<file path="config.mk">
export PLATFORM = sky130hd
export DESIGN_NAME = seg7_scan_driver
export DESIGN_NICKNAME = d
export VERILOG_FILES = /design/src/rtl/seg7_scan_driver.sv
export SDC_FILE = /design/constraint.sdc
export NUM_CORES = 1
export LEC_CHECK = 0
export CORE_MARGIN = 2
export CORE_UTILIZATION = 40
export DETAILED_ROUTE_END_ITERATION = 10
export PLACE_DENSITY = 0.63
export SLEW_MARGIN = 20
export SYNTH_ARGS = -nofsm -noshare
export SYNTH_HDL_FRONTEND = slang
export SYNTH_SLANG_ARGS = --single-unit
</file>
<file path="constraint.sdc">
create_clock -name clk -period 5.29 [get_ports clk]
set_input_delay 1.058 -clock clk [delete_from_list [all_inputs] [get_ports clk]]
set_output_delay 1.058 -clock clk [all_outputs]
set_load 0.02 [all_outputs]
</file>
<file path="src/rtl/seg7_scan_driver.sv">
// Four-digit multiplexed 7-segment driver with BCD decode, leading-zero
// blanking, per-slot anti-ghosting blanking and a tear-free load path.
// A write lands in a shadow register and is copied to the display register
// only on the slot-3 -> slot-0 wrap, so a frame never mixes old and new data.
module seg7_scan_driver #(
  parameter int unsigned REFRESH_DIV = 20000,
  parameter int unsigned BLANK_CYC   = 200,
  parameter bit          BLANK_LZ    = 1'b1
) (
  input  logic        clk,
  input  logic        rst,
  input  logic [15:0] bcd_in,
  input  logic [3:0]  dp_in,
  input  logic        load,
  output logic        ready,
  output logic [6:0]  seg,
  output logic        dp,
  output logic [3:0]  an
);

  localparam int unsigned CW = (REFRESH_DIV > 1) ? $clog2(REFRESH_DIV) : 1;
  localparam logic [CW-1:0] CntLast  = CW'(REFRESH_DIV - 1);
  localparam logic [CW-1:0] CntBlank = CW'(BLANK_CYC);

  typedef enum logic {
    StIdle,
    StPend
  } state_t;

  state_t        state_q;
  logic [CW-1:0] cnt_q;
  logic [1:0]    idx_q;
  logic [15:0]   shadow_bcd_q;
  logic [3:0]    shadow_dp_q;
  logic [15:0]   disp_bcd_q;
  logic [3:0]    disp_dp_q;

  logic          cnt_last;
  logic          wrap;
  logic          in_blank;
  logic [3:0]    cur_digit;
  logic          cur_dp;
  logic          cur_lz;
  logic [3:0]    cur_an;
  logic          lz3;
  logic          lz2;
  logic          lz1;

  // abcdefg, active-low; non-BCD nibbles are dark
  function automatic logic [6:0] seg7_decode(input logic [3:0] v);
    logic [6:0] s;
    s = 7'b1111111;
    case (v)
      4'd0:    s = 7'b0000001;
      4'd1:    s = 7'b1001111;
      4'd2:    s = 7'b0010010;
      4'd3:    s = 7'b0000110;
      4'd4:    s = 7'b1001100;
      4'd5:    s = 7'b0100100;
      4'd6:    s = 7'b0100000;
      4'd7:    s = 7'b0001111;
      4'd8:    s = 7'b0000000;
      4'd9:    s = 7'b0000100;
      default: s = 7'b1111111;
    endcase
    return s;
  endfunction

  assign cnt_last = (cnt_q == CntLast);
  assign wrap     = cnt_last && (idx_q == 2'd3);
  assign in_blank = (BLANK_CYC != 0) && (cnt_q < CntBlank);

  // Leading-zero chain runs from the most significant digit downwards
  assign lz3 = BLANK_LZ && (disp_bcd_q[15:12] == 4'd0);
  assign lz2 = lz3 && (disp_bcd_q[11:8] == 4'd0);
  assign lz1 = lz2 && (disp_bcd_q[7:4] == 4'd0);

  // Refresh counter and slot index; index advances each time the count rolls over
  always_ff @(posedge clk or posedge rst) begin
    if (rst) begin
      cnt_q <= '0;
      idx_q <= 2'd0;
    end else if (cnt_last) begin
      cnt_q <= '0;
      idx_q <= idx_q + 2'd1;
    end else begin
      cnt_q <= cnt_q + CW'(1);
    end
  end

  // Transfer FSM: capture into shadow on accept, commit to display on frame wrap
  always_ff @(posedge clk or posedge rst) begin
    if (rst) begin
      state_q      <= StIdle;
      ready        <= 1'b1;
      shadow_bcd_q <= '0;
      shadow_dp_q  <= '0;
      disp_bcd_q   <= '0;
      disp_dp_q    <= '0;
    end else begin
      case (state_q)
        StIdle: begin
          // Accept on a wrap cycle still leaves the display alone until the next wrap
          if (load && ready) begin
            shadow_bcd_q <= bcd_in;
            shadow_dp_q  <= dp_in;
            state_q      <= StPend;
            ready        <= 1'b0;
          end
        end
        StPend: begin
          if (wrap) begin
            disp_bcd_q <= shadow_bcd_q;
            disp_dp_q  <= shadow_dp_q;
            state_q    <= StIdle;
            ready      <= 1'b1;
          end
        end
        default: begin
          state_q <= StIdle;
          ready   <= 1'b1;
        end
      endcase
    end
  end

  // Select the digit, decimal point, blanking flag and anode for the active slot
  always_comb begin
    cur_digit = 4'd0;
    cur_dp    = 1'b0;
    cur_lz    = 1'b0;
    cur_an    = 4'b1111;
    unique case (idx_q)
      2'd0: begin
        cur_digit = disp_bcd_q[3:0];
        cur_dp    = disp_dp_q[0];
        cur_lz    = 1'b0;
        cur_an    = 4'b1110;
      end
      2'd1: begin
        cur_digit = disp_bcd_q[7:4];
        cur_dp    = disp_dp_q[1];
        cur_lz    = lz1;
        cur_an    = 4'b1101;
      end
      2'd2: begin
        cur_digit = disp_bcd_q[11:8];
        cur_dp    = disp_dp_q[2];
        cur_lz    = lz2;
        cur_an    = 4'b1011;
      end
      2'd3: begin
        cur_digit = disp_bcd_q[15:12];
        cur_dp    = disp_dp_q[3];
        cur_lz    = lz3;
        cur_an    = 4'b0111;
      end
      default: begin
        cur_digit = 4'd0;
        cur_dp    = 1'b0;
        cur_lz    = 1'b0;
        cur_an    = 4'b1111;
      end
    endcase
  end

  // Registered drive outputs, one clock behind the count/index they are derived from
  always_ff @(posedge clk or posedge rst) begin
    if (rst) begin
      an  <= 4'b1111;
      seg <= 7'b1111111;
      dp  <= 1'b1;
    end else if (in_blank) begin
      an  <= 4'b1111;
      seg <= 7'b1111111;
      dp  <= 1'b1;
    end else begin
      an  <= cur_an;
      seg <= cur_lz ? 7'b1111111 : seg7_decode(cur_digit);
      // Decimal point is independent of zero blanking
      dp  <= ~cur_dp;
    end
  end

endmodule

</file>
### Word-level counts from Yosys, hierarchy flattened

Memories as Yosys holds them, arrays and structs flattened.
Cells that the tools add are included.

* add/sub/neg operators: 2
* magnitude comparators: 1
* eq/ne operators: 6
* multiplexer cells: 15
* bitwise logic cells: 2
* reduce and logical (&&, ||, !) cells: 11

Operators with widths (number)
* $pmux W4 S4: 2
* $add A15 B1 Y15 const B: 1
* $eq A15 B15 Y1 const B: 1
* $lt A15 B8 Y1 const B: 1
* $mux W15: 1
* $mux W7: 2
* $logic_not A4 Y1: 3
* $pmux W1 S4: 2
* $reduce_and A2 Y1: 3
* $mux W1: 5
* $eq A2 B2 Y1 const B: 2
* $logic_and A1 B1 Y1: 4
* $mux W4: 1
* $pmux W1 S2: 2
* $add A2 B1 Y2 const B: 1
* $eq A2 B1 Y1 const B: 1
* $logic_not A2 Y1: 1
* $ne A2 B1 Y1 const B: 1
* $ne A2 B2 Y1 const B: 1
* $not A1 Y1: 2

* register bits: 71
* memory bits (read-only): 112
* input port bits: 23
* output and inout port bits: 13
* word-level logic and storage cells: 49
* memories: 1

Memories
* (no name shown): depth 16, width 7, read ports 1, clocked after Yosys merged registers in 0, wr ports 0, RTL line 53 `case (v)`

### Longest topological paths before layout

Gate-level depths: netlist of run 1.

* word-level depth: 6
* mapped depth: 9
* mapped depth without buffers: 9

### Worst setup path after synthesis of run 1

Ideal clock, no wire load.

* kind: input port to flip-flop
* start: input port load
* end: register shadow_bcd_q[0]
* library setup time: 0.125 ns
* data arrival time: 1.868 ns
* data required time: 5.165 ns
* path slack: 3.298 ns
* stages on the path: 3
* buffers on the path: 1
* cells stage by stage: nand3b_1 buf_1 mux2_2

* word-level cells in the longest chain between the ends: 2

RTL lines
* from (decl): RTL line 14 `input logic load,`
* $logic_and A1 B1 Y1: RTL line 104 `if (load && ready) begin`
* $reduce_and A2 Y1 (no source line)
* to (signal assigned): RTL line 105 `shadow_bcd_q <= bcd_in;`
* to (decl): RTL line 33 `logic [15:0] shadow_bcd_q;`

Every way passes these cells.
A chain may end at the register's enable or synchronous reset.

### Worst setup path after layout of run 1

* start: input port load
* end: register shadow_dp_q[0]

* word-level cells in the longest chain between the ends: 2

RTL lines
* $logic_and A1 B1 Y1: RTL line 104
* $reduce_and A2 Y1 (no source line)
* to (signal assigned): RTL line 106 `shadow_dp_q <= dp_in;`
* to (decl): RTL line 34 `logic [3:0] shadow_dp_q;`

Every way passes these cells.

==> impl_results.md, run 1 <==
* Origin of the critical flop-to-flop path: idx_q[0]$_DFFE_PP0N_
* Vias post-DR at 1962
* Fin crit share at 48.9%
* Setup WS pre-CTS at 2290 ps
* Critical path data arrival time at 2820 ps
* # rows at 32
* Min-delay src: disp_dp_q[0]$_DFFE_PP0P_
* Global-route wire length before repair at 9490 um
* Fin. Hold Viols at 0
* P&R area growth vs syn at 21.1%
* Synth unique cells at 40
* Vias in the first global route at 2051
* Startpoint Class: primary input
* Detailed Route Iter0 Violations at 66
* Avg Vias per Cell at 5.01
* CP bufs+invs at 1
* Total track usage at 14.6%
* Number of setup buffers added after CTS at 0
* Critical R2R Capture: seg[5]$_DFF_PP1_
* Worst-path clk slew at 80 ps
* Worst IR Drop VDD at 119 uV
* Fillers at 682
* Port Buffers at 35
* Synth Cell Area at 3110 sq um
* Detailed-route DRC error count at 0
* Cells after DPL at 376
* Routability congestion estimate at 0.812
* WHS Path Cells at 1
* H-Tree Level Count at 3
* Async SR Flop Fraction at 100%
* WL/cell at 13.8 um
* Critical path class: primary input to flip-flop
* Final std cells w/o fill at 392
* RSZ-0062 raised after global routing: false
* Final ANT Viol Nets at 0
* Fmax at 386 MHz
* Post-synth EDFFs at 0
* Net Count, Synth at 278
* Die W at 92.1 um
* Post-Route WL at 5410 um
* Root Driver: clkbuf_8
* Drt first pass iters at 4
* Layout cells sized above 1 at 25.5%
* Area share of the largest cell type after synthesis at 46.7%
* Worst r2r path cells at 9
* Least-Margin Pin Slew at 1050 ps
* #FFs+latches synth at 71
* Synth warn at 0
* Die area at 8480 sq um
* Slew Limit Headroom at 29.6%
* Seq/Total Area, Yosys at 57.7%
* Core Util, Final at 49.4%
* CTS Buf Count at 9
* Hold EP: dp$_DFF_PP1_
* CTS max path bufs at 2
* Worst Path Required at 5520 ps
* Max-slew violations at 0
* Post-synthesis average cell area at 12.7 sq um
* Crit-path max FO at 21
* Fin crit period at 2590 ps
* Core area at 7610 sq um
* Cell taking the most area after synthesis: dfrtp_1
* Crit. End Element: flip-flop
* Nets at 318
* Worst-path cell chain: clkdlybuf4s50_1 -> nand3b_1 -> mux2_2
* Maximum capacitance violations at 0
* Antenna Diode Count at 0
* Ys flop type: dfrtp_1
* CP max stage delay at 710 ps
* Resized Gates After CTS at 0
* Insertion delay to the later sink of the worst-skew pair at 350 ps
* Initial antenna violation count at 0
* Largest net degree at the start of global routing at 47
* CP max stage cell: nand3b_1
* Initial Utilization at 40.8%
* Pwr dens at 268 nW/um^2
* Cell count after synthesis at 245
* Hold WS at 487 ps
* Io pins at 36
* Setup slack, reg-to-reg at 3070 ps
* Largest cells by area after synthesis: dfrtp_1, mux2_2, dfstp_2, ha_1, xnor2_1
* CTS sink count at 71
* Die Span Y at 92.1 um
* Final worst-path setup slack at 2700 ps
* Layout Skew at 7.70 ps
* Hpwl dp at 3810 um
* Final setup fails at 0
* CP delay by family, top: simple AND/OR/NAND/NOR gates
* GRT overflow at 0
* HP Class: flip-flop to flip-flop
* Leak at 1.77 nW
* Fin Setup TNS at 0 ps
* CTS tree: yes
* Status: finished, final reports clean
* Cts hold-fix bufs at 0
how the worst max path moves through the flow:
stage	startpoint	cells past startpoint	end
after floorplan	rst	1	cnt_q[0]$_DFF_PP0_
after global routing	load	3	shadow_dp_q[3]$_DFFE_PP0P_
final	load	3	shadow_dp_q[0]$_DFFE_PP0P_
after CTS	load	3	shadow_dp_q[3]$_DFFE_PP0P_
after detailed placement	load	3	shadow_bcd_q[12]$_DFFE_PP0P_
after global placement	load	3	shadow_bcd_q[1]$_DFFE_PP0P_
registers in the layout, indices dropped and copies added (netlist names), 2 cells and up:
name          count
disp_bcd_q       16
shadow_bcd_q     16
disp_dp_q         4
seg               7
cnt_q            15
an                4
shadow_dp_q       4
idx_q             2
metal layers:
metal | share of wire [%] | routed length (um) | global-route usage (%) | vias to the layer above
met1 | 45 | 2440 | 17.3 | 964
met3 | 3.7 | 200 | 3.94 | 8
met2 | 50 | 2680 | 23.9 | 43
met5 | 0 | 0 | 0 | -
li1 | - | - | - | 947
met4 | 1.7 | 90 | 8.21 | 0
report_power, final:
group | switching (mW) | internal, mW | leakage [nW]
Sequential | 0 | 0.543 | 0.933
Combinational | 0.0122 | 0.0147 | 0.739
Clock | 0.216 | 0.222 | 0.0964
Yosys cell counts (5+ instances only):
library cell and number:
mux2_2 38, ha_1 10, xor2_1 5, xnor2_1 7, inv_1 9, nand3_1 7
nor2_1 14, a21oi_1 10, dfstp_2 13, o21ai_0 9, nand2_1 15, dfrtp_1 58
layout by cell type (no fill, tap or decap), drive strengths merged, types with 3 or more instances in the layout:
master         synthesis  final
clkdlybuf4s50          0     35
xor2                   5      5
o21ai                  9      9
nand2                 15     15
nand4                  3      3
a21o                   3      3
xnor2                  7      7
nor2                  14     14
nand3                  7      7
nor3                   4      4
dfrtp                 58     58
nor4                   4      4
a22oi                  3      3
clkbuf                 4      9
a21oi                 10     10
dfstp                 13     13
ha                    10     10
and3                   3      3
mux2                  40     40
inv                    9     11
cell families (layout without fill, tap and decap cells):
| family | Yosys count | in the layout | share of synthesized area, % |
|---|---|---|---|
| compound gates | 35 | 35 | 7.33 |
| xor+xnor | 12 | 12 | 3.38 |
| fa+ha+maj | 10 | 10 | 4.03 |
| buf+inv | 17 | 62 | 2.58 |
| flops | 71 | 71 | 57.7 |
| mux | 40 | 40 | 14.5 |
| simple gates | 60 | 60 | 10.4 |
layout make-up:
class | instances | area (sq um) | area share (%)
clock inverter | 7 | 80.1 | 2.13
clock buffer | 9 | 124 | 3.29
timing repair buffer | 37 | 365 | 9.71
tap | 102 | 128 | 3.39
inverter | 9 | 33.8 | 0.898
sequential | 71 | 1790 | 47.7
multi-input combinational | 157 | 1240 | 32.9
through the flow:
step | area, sq um | total power [mW]
5_1_grt | 3760 | 1.06
4_1_cts | 3760 | 1.02
3_5_place_dp | 3550 | 0.581
2_1_floorplan | 3110 | 0.561
3_3_place_gp | 3550 | 0.581
6_report | 3760 | 1.01
(Power assumes the default switching activity.)
==> run 2: changes to the inputs <==
- clock period: 5.29 -> 2.4 ns (I/O delays scaled with it)
==> run 2 against run 1 <==
Sequential share of layout area decreased by 0.16 points. Combinational power grew 130%. Final area grew 0.33%. Worst setup slack worse by 2400 ps. Utilization increased by 0.16 points. Power increased by 110%. Die area unchanged. Sequential power grew 120%. Worst hold slack worse by 21 ps. Count of clock-buffer cells in the layout stayed put. Register-to-register slack lost 2800 ps. Critical path type is now flip-flop to flip-flop. Highest routed layer unchanged.
==> impl_results.md, run 2 (synthesized netlist as in run 1, its figures left out) <==
* Post-Route WL at 5500 um
* CP bufs+invs at 2
* Largest net degree at the start of global routing at 72
* WL/cell at 13.9 um
* Initial antenna violation count at 0
* Die W at 92.1 um
* Critical path data arrival time at 2410 ps
* P&R area growth vs syn at 21.5%
* Routability congestion estimate at 0.841
* # rows at 32
* Fin crit share at 89.1%
* Die Span Y at 92.1 um
* CP max stage cell: dfrtp_1
* Io pins at 36
* Fmax at 468 MHz
* Startpoint Class: flip-flop
* Top Registers: disp_bcd_q: 16 flops, shadow_bcd_q: 16 flops, cnt_q: 15 flops
* CP max stage delay at 400 ps
* Vias post-DR at 1994
* Detailed Route Iter0 Violations at 82
* Number of setup buffers added after CTS at 0
* Maximum capacitance violations at 0
* CTS Buf Count at 9
* Status: finished, final reports clean
* Fin Setup TNS at 0 ps
* Worst Path Required at 2670 ps
* Drt first pass iters at 4
* Slew Limit Headroom at 47.4%
* Commonest non-fill, non-tap cells in the layout: dfrtp_1, mux2_2, clkdlybuf4s50_1, nand2_1, nor2_1
* Fin. Hold Viols at 0
* Max-slew violations at 0
* CTS tree: yes
* Die area at 8480 sq um
* Antenna Diode Count at 0
* Worst-path clk slew at 70 ps
* Least-Margin Pin Slew at 781 ps
* Hold WS at 466 ps
* Layout cells sized above 1 at 26.2%
* H-Tree Level Count at 3
* Leak at 1.78 nW
* Avg Vias per Cell at 5.04
* Detailed-route DRC error count at 0
* CTS max path bufs at 2
* Port Buffers at 35
* Layout Skew at 8.21 ps
* Hpwl dp at 3840 um
* Pwr dens at 550 nW/um^2
* Worst IR Drop VDD at 340 uV
* Fillers at 702
* HP Class: flip-flop to flip-flop
* Cts hold-fix bufs at 0
* Global-route wire length before repair at 9850 um
* Core area at 7610 sq um
* Insertion delay to the later sink of the worst-skew pair at 340 ps
* Total track usage at 14.7%
* Worst-path cell chain: inv_1 -> ha_1 -> a22oi_1 -> a2bb2oi_1 -> inv_1 -> ha_1 -> nor2_1 -> o21ai_0 -> nand2_1
* Crit-path max FO at 7
* Nets at 322
* CTS sink count at 71
* Critical path class: flip-flop to flip-flop
* Commonest non-fill, non-tap cell in the layout: dfrtp_1
* Vias in the first global route at 2143
* GRT overflow at 0
* RSZ-0062 raised after global routing: false
* Fin crit period at 2140 ps
* Final setup fails at 0
* Final ANT Viol Nets at 0
* Crit. End Element: flip-flop
* Root Driver: clkbuf_8
* CP delay by family, top: adder cells
* Initial Utilization at 40.8%
==> run 2: cell count changes in the layout (fill, tap and decap cells not counted), sizes merged <==
cell and delta:
inv -1, clkinvlp +1, buf +4, bufinv -1, clkinv +1
==> run 2: metrics by stage <==
stage / power, mW / instances / instance area [sq um] / util [%] / setup WS [ps]
after CTS: 2.11 / 396 / 3770 / 49.5 / 255
final: 2.08 / 396 / 3770 / 49.6 / 261
after global placement: 1.28 / 380 / 3590 / 47.3 / 360
after global routing: 2.17 / 396 / 3770 / 49.6 / 2.16
after detailed placement: 1.28 / 380 / 3590 / 47.3 / 276
after floorplan: 1.24 / 245 / 3110 / - / 145
==> run 2: cell type report <==
| type | count | area, sq um | share of cell area [%] |
|---|---|---|---|
| well taps | 102 | 128 | 3.38 |
| flip-flops and latches | 71 | 1790 | 47.5 |
| inverters | 9 | 33.8 | 0.895 |
| clock buffers | 9 | 124 | 3.28 |
| multi-input cells | 157 | 1240 | 32.8 |
| repair buffers | 41 | 408 | 10.8 |
| clock inverters | 7 | 48.8 | 1.29 |
==> run 2: path summary, 6_finish.rpt <==
path                                                from                           end  slack [ps]  cells past startpoint
max in group asynchronous                            rst                  dp$_DFF_PP1_        1540                      3
worst min register to register  disp_dp_q[0]$_DFFE_PP0P_                  dp$_DFF_PP1_         470                      1
worst max register to register      idx_q[0]$_DFFE_PP0N_              seg[5]$_DFF_PP1_         260                      9
min in group asynchronous                            rst  shadow_bcd_q[12]$_DFFE_PP0P_         530                      3
worst max-delay path                idx_q[0]$_DFFE_PP0N_              seg[5]$_DFF_PP1_         260                      9
worst min-delay path            disp_dp_q[0]$_DFFE_PP0P_                  dp$_DFF_PP1_         470                      1
==> run 2: worst reg2reg max path: cells and delay by family, from the launching register on <==
kind / cells / cell delay (ps)
AOI/OAI and AO/OA: 3 / 620
adders and majority gates: 2 / 640
buffers and inverters: 2 / 290
DFF: 1 / 400
and+or+nand+nor: 2 / 120
==> run 2: metal layers <==
layer,GRT usage [%],wire length [um]
met4,6.22,116
met3,4.60,218
met5,0,0
met1,17.6,2440
met2,24.7,2730
==> run 2: what timing repair did <==
action                     CTS  global route
setup endpoints to repair    0             1
hold endpoints to repair     0             0
resized for setup            0             1
==> run 2: report_power, final <==
| group | total [mW] | leakage (nW) | internal, mW | switching [mW] |
|---|---|---|---|---|
| logic | 0.0617 | 0.764 | 0.0348 | 0.0269 |
| registers | 1.20 | 0.933 | 1.20 | 0 |
| clock network | 0.817 | 0.0793 | 0.373 | 0.444 |
| total | 2.08 | 1.78 | 1.61 | 0.471 |
